[config.mk]
export PLATFORM = sky130hd
export DESIGN_NAME = wallace_mult_pl
export DESIGN_NICKNAME = d
export VERILOG_FILES = /design/src/rtl/wallace_pkg.sv /design/src/rtl/wallace_csa_row.sv /design/src/rtl/wallace_mult_pl.sv
export SDC_FILE = /design/constraint.sdc
export NUM_CORES = 1
export LEC_CHECK = 0
export ABC_AREA = 0
export CAP_MARGIN = 20
export CORE_AREA = 4 4 107 109
export DETAILED_ROUTE_END_ITERATION = 7
export DIE_AREA = 0 0 111 113
export GPL_ROUTABILITY_DRIVEN = 0
export PLACE_DENSITY_LB_ADDON = 0.08
export SLEW_MARGIN = 0
export SYNTH_ARGS = -nofsm -noshare
export SYNTH_HDL_FRONTEND = slang
export SYNTH_SLANG_ARGS = --single-unit
[constraint.sdc]
create_clock -name clk -period 5.3 [get_ports clk]
set_input_delay 0.795 -clock clk [delete_from_list [all_inputs] [get_ports clk]]
set_output_delay 0.795 -clock clk [all_outputs]
set_load 0.01 [all_outputs]
[src/rtl/wallace_pkg.sv]
// Shared constants and elaboration-time helpers for the pipelined Wallace
// multiplier.
//
// Contents:
//   MIN_WIDTH / MAX_WIDTH / MAX_STAGES : legal parameter envelope
//   pp_row_t / pp_rows_t               : widest partial-product row and row array
//   reduction_layers(rows)             : number of 3:2 layers to reach two rows
//   rows_after(rows, n)                : rows left after n layers
//   layers_in_stage(stage, layers, stages) : even layer-to-stage split
//   boundary_segment(node, layers, segs)   : which segment ends at a layer node
package wallace_pkg;

  localparam int MIN_WIDTH  = 4;
  localparam int MAX_WIDTH  = 32;
  localparam int MAX_STAGES = 4;

  // Widest row that any legal configuration can produce (2*WIDTH bits), and
  // the full partial-product array (WIDTH rows plus the sign-correction row).
  typedef logic [2*MAX_WIDTH-1:0] pp_row_t;
  typedef pp_row_t [MAX_WIDTH:0]  pp_rows_t;

  // Rows remaining after n Wallace layers. Each layer turns every complete
  // group of three rows into two; leftover rows pass straight through.
  function automatic int rows_after(input int rows, input int n);
    int r;
    r = rows;
    for (int i = 0; i < n; i++) begin
      if (r > 2) begin
        r = 2 * (r / 3) + (r % 3);
      end
    end
    return r;
  endfunction

  // Number of layers needed to bring 'rows' down to the final two rows.
  function automatic int reduction_layers(input int rows);
    int r;
    int n;
    r = rows;
    n = 0;
    while (r > 2) begin
      r = 2 * (r / 3) + (r % 3);
      n++;
    end
    return n;
  endfunction

  // Layers assigned to segment 'stage' when 'layers' are spread over 'stages'
  // segments; earlier segments take the remainder so the split differs by at
  // most one layer.
  function automatic int layers_in_stage(input int stage, input int layers,
                                         input int stages);
    return (layers / stages) + ((stage < (layers % stages)) ? 1 : 0);
  endfunction

  // A pipeline register sits at layer node 'node' (node = layers already done)
  // when some segment other than the last ends there. Returns that segment
  // index, or -1 when the node is purely combinational. The last segment ends
  // in the product register, which is handled separately.
  function automatic int boundary_segment(input int node, input int layers,
                                          input int segs);
    int acc;
    acc = 0;
    for (int k = 0; k < segs - 1; k++) begin
      acc += layers_in_stage(k, layers, segs);
      if (acc == node) begin
        return k;
      end
    end
    return -1;
  endfunction

endpackage

[src/rtl/wallace_csa_row.sv]
// One 3:2 carry-save row: three addend rows in, a sum row and a carry row out,
// with x + y + z == s + c (mod 2^WIDTH).
//
// Ports:
//   x, y, z : addend rows, WIDTH bits
//   s       : bitwise sum
//   c       : majority carries, already shifted up one column (bit 0 is 0,
//             the carry out of the top column is dropped as it lies beyond
//             the product width)
module wallace_csa_row #(
  parameter int WIDTH = 16
) (
  input  logic [WIDTH-1:0] x,
  input  logic [WIDTH-1:0] y,
  input  logic [WIDTH-1:0] z,
  output logic [WIDTH-1:0] s,
  output logic [WIDTH-1:0] c
);

  logic [WIDTH-2:0] maj;

  assign s   = x ^ y ^ z;
  assign maj = (x[WIDTH-2:0] & y[WIDTH-2:0]) |
               (x[WIDTH-2:0] & z[WIDTH-2:0]) |
               (y[WIDTH-2:0] & z[WIDTH-2:0]);
  assign c   = {maj, 1'b0};

endmodule

[src/rtl/wallace_mult_pl.sv]
// Parametrised pipelined Wallace-tree multiplier with valid/ready on both
// sides and a per-operation signed/unsigned mode.
//
// Pipeline: stage 1 registers the partial products (modified Baugh-Wooley
// when signed_mode=1), the 3:2 reduction layers are spread evenly over
// STAGES-1 segments with a register between segments, and the last segment
// ends in the carry-propagate adder feeding p. A single global stall
// (out_valid && !out_ready) freezes every stage.
//
// Parameters: WIDTH (4..32), STAGES (2..4), TAG_WIDTH (tag build only).
// Ports:
//   clk, rst           : clock, synchronous active-high reset
//   in_valid/in_ready  : operand handshake; a, b, signed_mode captured together
//   out_valid/out_ready: result handshake; p is the 2*WIDTH-bit product
//   in_tag/out_tag     : sideband tag travelling with its operands, present
//                        only when WALLACE_MULT_PL_TAG_EN is defined
module wallace_mult_pl
  import wallace_pkg::*;
#(
  parameter int WIDTH  = 8,
  parameter int STAGES = 3
`ifdef WALLACE_MULT_PL_TAG_EN
  , parameter int TAG_WIDTH = 4
`endif
) (
  input  logic                 clk,
  input  logic                 rst,
  input  logic                 in_valid,
  output logic                 in_ready,
  input  logic [WIDTH-1:0]     a,
  input  logic [WIDTH-1:0]     b,
  input  logic                 signed_mode,
  output logic                 out_valid,
  input  logic                 out_ready,
  output logic [2*WIDTH-1:0]   p
`ifdef WALLACE_MULT_PL_TAG_EN
  , input  logic [TAG_WIDTH-1:0] in_tag
  , output logic [TAG_WIDTH-1:0] out_tag
`endif
);

  localparam int PW     = 2 * WIDTH;
  localparam int ROWS   = WIDTH + 1;                 // pp rows + correction row
  localparam int LAYERS = reduction_layers(ROWS);
  localparam int SEGS   = STAGES - 1;

  logic [STAGES-1:0] vld_reg;
  logic              adv;

  // Every stage advances together unless the consumer is refusing a result.
  assign adv       = !(vld_reg[STAGES-1] && !out_ready);
  assign in_ready  = adv;
  assign out_valid = vld_reg[STAGES-1];

  always_ff @(posedge clk) begin
    if (rst) begin
      vld_reg <= '0;
    end else if (adv) begin
      vld_reg <= {vld_reg[STAGES-2:0], in_valid};
    end
  end

  // Partial products. In signed mode, bits where exactly one operand index is
  // the sign position are inverted, and the correction row adds 2^W and
  // 2^(2W-1); together these fold the negative-weight terms into plain adds.
  logic [ROWS-1:0][PW-1:0] pp_next;
  logic [ROWS-1:0][PW-1:0] pp_reg;

  always_comb begin
    pp_next = '0;
    for (int i = 0; i < WIDTH; i++) begin
      for (int j = 0; j < WIDTH; j++) begin
        pp_next[i][i+j] = (a[j] & b[i]) ^
                          (signed_mode & ((i == WIDTH - 1) != (j == WIDTH - 1)));
      end
    end
    pp_next[WIDTH][WIDTH]  = signed_mode;
    pp_next[WIDTH][PW-1]   = signed_mode;
  end

  always_ff @(posedge clk) begin
    if (adv && in_valid) begin
      pp_reg <= pp_next;
    end
  end

  // Reduction layers. Layer gi consumes RI rows and emits RO rows; its input
  // is either the partial-product register, a segment register, or the
  // previous layer's combinational output.
  genvar gi;
  genvar gk;
  for (gi = 0; gi < LAYERS; gi++) begin : g_lay
    localparam int RI  = rows_after(ROWS, gi);
    localparam int RO  = rows_after(ROWS, gi + 1);
    localparam int NG  = RI / 3;
    localparam int SEG = boundary_segment(gi, LAYERS, SEGS);

    logic [RI-1:0][PW-1:0] rin;
    logic [RO-1:0][PW-1:0] rout;

    if (gi == 0) begin : g_src
      assign rin = pp_reg;
    end else if (SEG >= 0) begin : g_src
      logic [RI-1:0][PW-1:0] stage_reg;
      // Loads only when the segment feeding it carries a valid operation.
      always_ff @(posedge clk) begin
        if (adv && vld_reg[SEG]) begin
          stage_reg <= g_lay[gi-1].rout;
        end
      end
      assign rin = stage_reg;
    end else begin : g_src
      assign rin = g_lay[gi-1].rout;
    end

    for (gk = 0; gk < NG; gk++) begin : g_csa
      wallace_csa_row #(
        .WIDTH (PW)
      ) u_csa (
        .x (rin[3*gk]),
        .y (rin[3*gk+1]),
        .z (rin[3*gk+2]),
        .s (rout[2*gk]),
        .c (rout[2*gk+1])
      );
    end

    for (gk = 0; gk < RI - 3 * NG; gk++) begin : g_pass
      assign rout[2*NG+gk] = rin[3*NG+gk];
    end
  end

  // Carry-propagate add of the final two rows; wraps modulo 2^(2W), which is
  // exact for both unsigned and two's-complement products.
  logic [PW-1:0] sum_next;
  logic [PW-1:0] p_reg;

  assign sum_next = g_lay[LAYERS-1].rout[0] + g_lay[LAYERS-1].rout[1];

  always_ff @(posedge clk) begin
    if (rst) begin
      p_reg <= '0;
    end else if (adv && vld_reg[STAGES-2]) begin
      p_reg <= sum_next;
    end
  end

  assign p = p_reg;

`ifdef WALLACE_MULT_PL_TAG_EN
  // Tag shadow pipeline: same enables as the datapath, so a tag always
  // leaves alongside its own product.
  logic [STAGES-1:0][TAG_WIDTH-1:0] tag_reg;

  always_ff @(posedge clk) begin
    if (rst) begin
      tag_reg <= '0;
    end else if (adv) begin
      if (in_valid) begin
        tag_reg[0] <= in_tag;
      end
      for (int k = 1; k < STAGES; k++) begin
        if (vld_reg[k-1]) begin
          tag_reg[k] <= tag_reg[k-1];
        end
      end
    end
  end

  assign out_tag = tag_reg[STAGES-1];
`endif

endmodule

==> metrics.txt <==
# TYPE chip_impl_metric gauge
chip_impl_info{name="outcome",value="finished, final reports clean"} 1
chip_impl_metric{name="worst-path-max-fanout",unit=""} 5
chip_impl_metric{name="synth-compound-area-share",unit="%"} 4.148
chip_impl_metric{name="clock_tree.htree_level_count",unit=""} 4
chip_impl_metric{name="arrival",unit="ns"} 3.36
chip_impl_metric{name="setup_slack",unit="ns"} 2.346
chip_impl_metric{name="port_buffers",unit=""} 38
chip_impl_metric{name="post_cts_resize_count",unit=""} 0
chip_impl_metric{name="layoutNonFillerInstCount",unit=""} 665
chip_impl_metric{name="worst_hold_path.num_cells",unit=""} 2
chip_impl_metric{name="areaGrowthSynthToFinish",unit="%"} 17.28
chip_impl_metric{name="cts.repair_timing.setup_buffer_count",unit=""} 0
chip_impl_metric{name="vdd.ir_drop.worst",unit="mV"} 0.2040
chip_impl_metric{name="synth-simple-area-share",unit="%"} 9.794
chip_impl_metric{name="worstMarginPinSlew",unit="ns"} 0.9164
chip_impl_metric{name="post-place-ws",unit="ns"} 2.336
chip_impl_info{name="yosysMostFrequentCell",value="edfxtp_1"} 1
chip_impl_metric{name="n_fill_cell",unit=""} 774
chip_impl_metric{name="pin_count_of_the_biggest_net_entering_global_routing",unit=""} 43
chip_impl_metric{name="postRouteAntennaNets",unit=""} 0
chip_impl_metric{name="grt_remaining_overflow",unit=""} 0
chip_impl_metric{name="numCtsBuffers",unit=""} 17
chip_impl_metric{name="cts.clk_slew.worst_paths",unit="ns"} 0.06
chip_impl_metric{name="timing.final.max_slew_violations",unit=""} 0
chip_impl_metric{name="die-width",unit="um"} 111
chip_impl_metric{name="async_flop_share",unit="%"} 0
chip_impl_metric{name="cap_violations",unit=""} 0
chip_impl_metric{name="drc_errors",unit=""} 0
chip_impl_metric{name="layout-drive-gt1-share",unit="%"} 7.619
chip_impl_metric{name="largest_register_ff_count",unit=""} 65
chip_impl_info{name="synth_flop_cell",value="edfxtp_1"} 1
chip_impl_metric{name="post_synth_mux_area_share",unit="%"} 0.1619
chip_impl_metric{name="min_period_over_period",unit="%"} 55.74
chip_impl_metric{name="via_per_inst",unit=""} 4.940
chip_impl_metric{name="post-synth-top-area-fraction",unit="%"} 51.48
chip_impl_metric{name="syn-instance-count",unit=""} 465
chip_impl_metric{name="effective_utilization_at_floorplan",unit="%"} 58.32
chip_impl_metric{name="first_global_vias",unit=""} 3370
chip_impl_metric{name="synth.avg_cell_area",unit="um^2"} 13.30
chip_impl_metric{name="hold_slack",unit="ns"} 0.4479
chip_impl_metric{name="reg2reg_depth",unit=""} 10
chip_impl_metric{name="clock_path_buffers",unit=""} 2
chip_impl_metric{name="io-pin-count",unit=""} 39
chip_impl_info{name="endpoint_kind",value="register"} 1
chip_impl_metric{name="placedInstanceArea",unit="mm^2"} 0.006689
chip_impl_metric{name="die_h",unit="um"} 113
chip_impl_info{name="synth_area_leader_cell",value="edfxtp_1"} 1
chip_impl_info{name="synth_top_family_by_area",value="adder cells"} 1
chip_impl_metric{name="clock_sink_count",unit=""} 125
chip_impl_info{name="most_numerous_cell_types_in_the_synthesized_netlist",value="106 x edfxtp_1, 85 x inv_1, 52 x and2_1, 41 x nand2_1, 39 x fa_1"} 1
chip_impl_metric{name="wire_length_of_the_first_global_routing_pass",unit="mm"} 16.48
chip_impl_metric{name="hold_buffers",unit=""} 0
chip_impl_metric{name="synthXorXnorAreaFrac",unit="%"} 2.833
chip_impl_metric{name="place_hpwl",unit="mm"} 6.977
chip_impl_metric{name="power_leakage",unit="nW"} 2.960
chip_impl_metric{name="ys.warnings.count",unit=""} 0
chip_impl_metric{name="clock-skew-final",unit="ns"} 0.009202
chip_impl_metric{name="postSynthRegisterBits",unit=""} 125
chip_impl_metric{name="power_density",unit="mW/mm^2"} 388.1
chip_impl_metric{name="nets_final",unit=""} 605
chip_impl_metric{name="synth_enable_flop_cells",unit=""} 106
chip_impl_metric{name="grt_antenna_before_repair",unit=""} 0
chip_impl_metric{name="timing_hold_violations_final",unit=""} 0
chip_impl_metric{name="fp.coreArea",unit="mm^2"} 0.01060
chip_impl_info{name="kind_of_path_behind_the_tightest_hold_check",value="reg -> reg"} 1
chip_impl_metric{name="global_route_usage_over_all_layers",unit="%"} 17.32
chip_impl_metric{name="synth-adder-area-share",unit="%"} 19.30
chip_impl_metric{name="postSynthNetCount",unit=""} 558
chip_impl_metric{name="detail_route.iter0.violations",unit=""} 162
chip_impl_metric{name="numPlacedInstances",unit=""} 633
chip_impl_metric{name="floorplan.die_area",unit="mm^2"} 0.01254
chip_impl_info{name="post_synth_main_area_contributors",value="edfxtp_1 51%, fa_1 13%, ha_1 6.7%"} 1
chip_impl_metric{name="relSlewSlack",unit="%"} 38.91
chip_impl_metric{name="total_length_of_routed_wires",unit="mm"} 9.869
chip_impl_metric{name="multi_input_combinational_cell_area",unit="mm^2"} 0.002243
chip_impl_metric{name="final_cell_area",unit="mm^2"} 0.007252
chip_impl_metric{name="ys_types",unit=""} 41
chip_impl_metric{name="synth.yosys.seq_area_share",unit="%"} 57.63
chip_impl_metric{name="floorplan.rows",unit=""} 38
chip_impl_metric{name="wl_per_cell",unit="um"} 14.84
chip_impl_metric{name="worst-endpoint-required",unit="ns"} 5.71
chip_impl_metric{name="setup-violations-final",unit=""} 0
chip_impl_metric{name="fmaxAchievable",unit="GHz"} 0.3385
chip_impl_metric{name="dr_total_vias",unit=""} 3285
chip_impl_metric{name="final.setup.tns",unit="ns"} 0
chip_impl_info{name="cts_tree",value="yes"} 1
chip_impl_metric{name="final.min_clock_period",unit="ns"} 2.954
chip_impl_metric{name="post_synth_instance_area",unit="mm^2"} 0.006183
chip_impl_info{name="critical_path_class",value="reg -> reg"} 1
chip_impl_info{name="critPathLaunchType",value="register"} 1
chip_impl_info{name="clockRootBuffer",value="clkbuf_8"} 1
chip_impl_metric{name="n_antenna_cell",unit=""} 0
chip_impl_metric{name="drt-pass1-iter-count",unit=""} 4
chip_impl_info{name="unrepaired_setup_endpoints_after_global_routing",value="no"} 1
chip_impl_metric{name="area.sequential",unit="mm^2"} 0.003563
chip_impl_metric{name="clkLatencyLatePin",unit="ns"} 0.52
cell usage in the layout (no fill, tap or decap), types with 3 or more instances in the layout:
cell type,synthesis,layout
dfxtp_1,19,19
a21o_1,3,3
clkbuf_16,0,16
clkinvlp_4,0,6
clkdlybuf4s50_1,0,38
nor2_1,4,4
nand2_1,41,41
xnor2_1,20,20
a21oi_1,19,19
and2_1,52,50
fa_1,39,39
edfxtp_1,106,106
nand3_1,4,4
ha_1,33,33
inv_1,85,85
report_power, final:
| part | internal, mW | switching (mW) |
|---|---|---|
| Combinational | 0.239 | 0.296 |
| Sequential | 1.17 | 0.0257 |
| Clock | 0.664 | 0.421 |
cell families (layout without fill, tap and decap cells):
kind of cell / count (synthesis) / count (layout)
flops: 125 / 125
mux: 1 / 1
simple gates: 112 / 112
compound gates: 39 / 39
buf+inv: 96 / 156
fa+ha+maj: 72 / 72
xor+xnor: 20 / 20
critical path, cell delays in order (launching register included):
cell       delay [ns]
edfxtp_1         0.36
inv_1            0.08
fa_1             0.43
fa_1             0.49
inv_1            0.04
ha_1             0.34
a21o_1           0.22
a31o_2           0.25
o211ai_2         0.18
a2111oi_0        0.12
a311o_1          0.34
worst paths after layout:
check / startpoint / to / slack (ns)
worst min register to register: p[9]$_SDFFE_PP0P_ / p[9]$_SDFFE_PP0P_ / 0.45
worst min-delay path: p[9]$_SDFFE_PP0P_ / p[9]$_SDFFE_PP0P_ / 0.45
worst max-delay path: g_lay[2].g_src.stage_reg[25]$_DFFE_PP_ / p[12]$_SDFFE_PP0P_ / 2.35
worst max register to register: g_lay[2].g_src.stage_reg[25]$_DFFE_PP_ / p[12]$_SDFFE_PP0P_ / 2.35
per-layer routing:
metal | vias to the layer above | global-route usage [%] | part of all wire, %
met3 | 6 | 5.829 | 5.2
met5 | - | 0 | 0
met4 | 0 | 7.061 | 0.76
met2 | 72 | 26.94 | 50
met1 | 1582 | 22.64 | 44
li1 | 1625 | - | -
final cells by class:
| class | count | area share [%] |
|---|---|---|
| Clock buffer | 17 | 5.711 |
| Multi-Input combinational cell | 244 | 30.94 |
| Tap cell | 140 | 2.415 |
| Timing Repair Buffer | 39 | 5.349 |
| Clock inverter | 15 | 2.053 |
| Inverter | 85 | 4.400 |
| Sequential cell | 125 | 49.14 |
metrics by stage:
step                util [%]  power (mW)
floorplan                  -       1.593
global placement       63.09       1.732
detailed placement     63.09       1.750
CTS                    68.40       2.849
global route           68.40       2.977
finish                 68.40       2.815
Note: power is estimated with default switching activity, not from simulation.
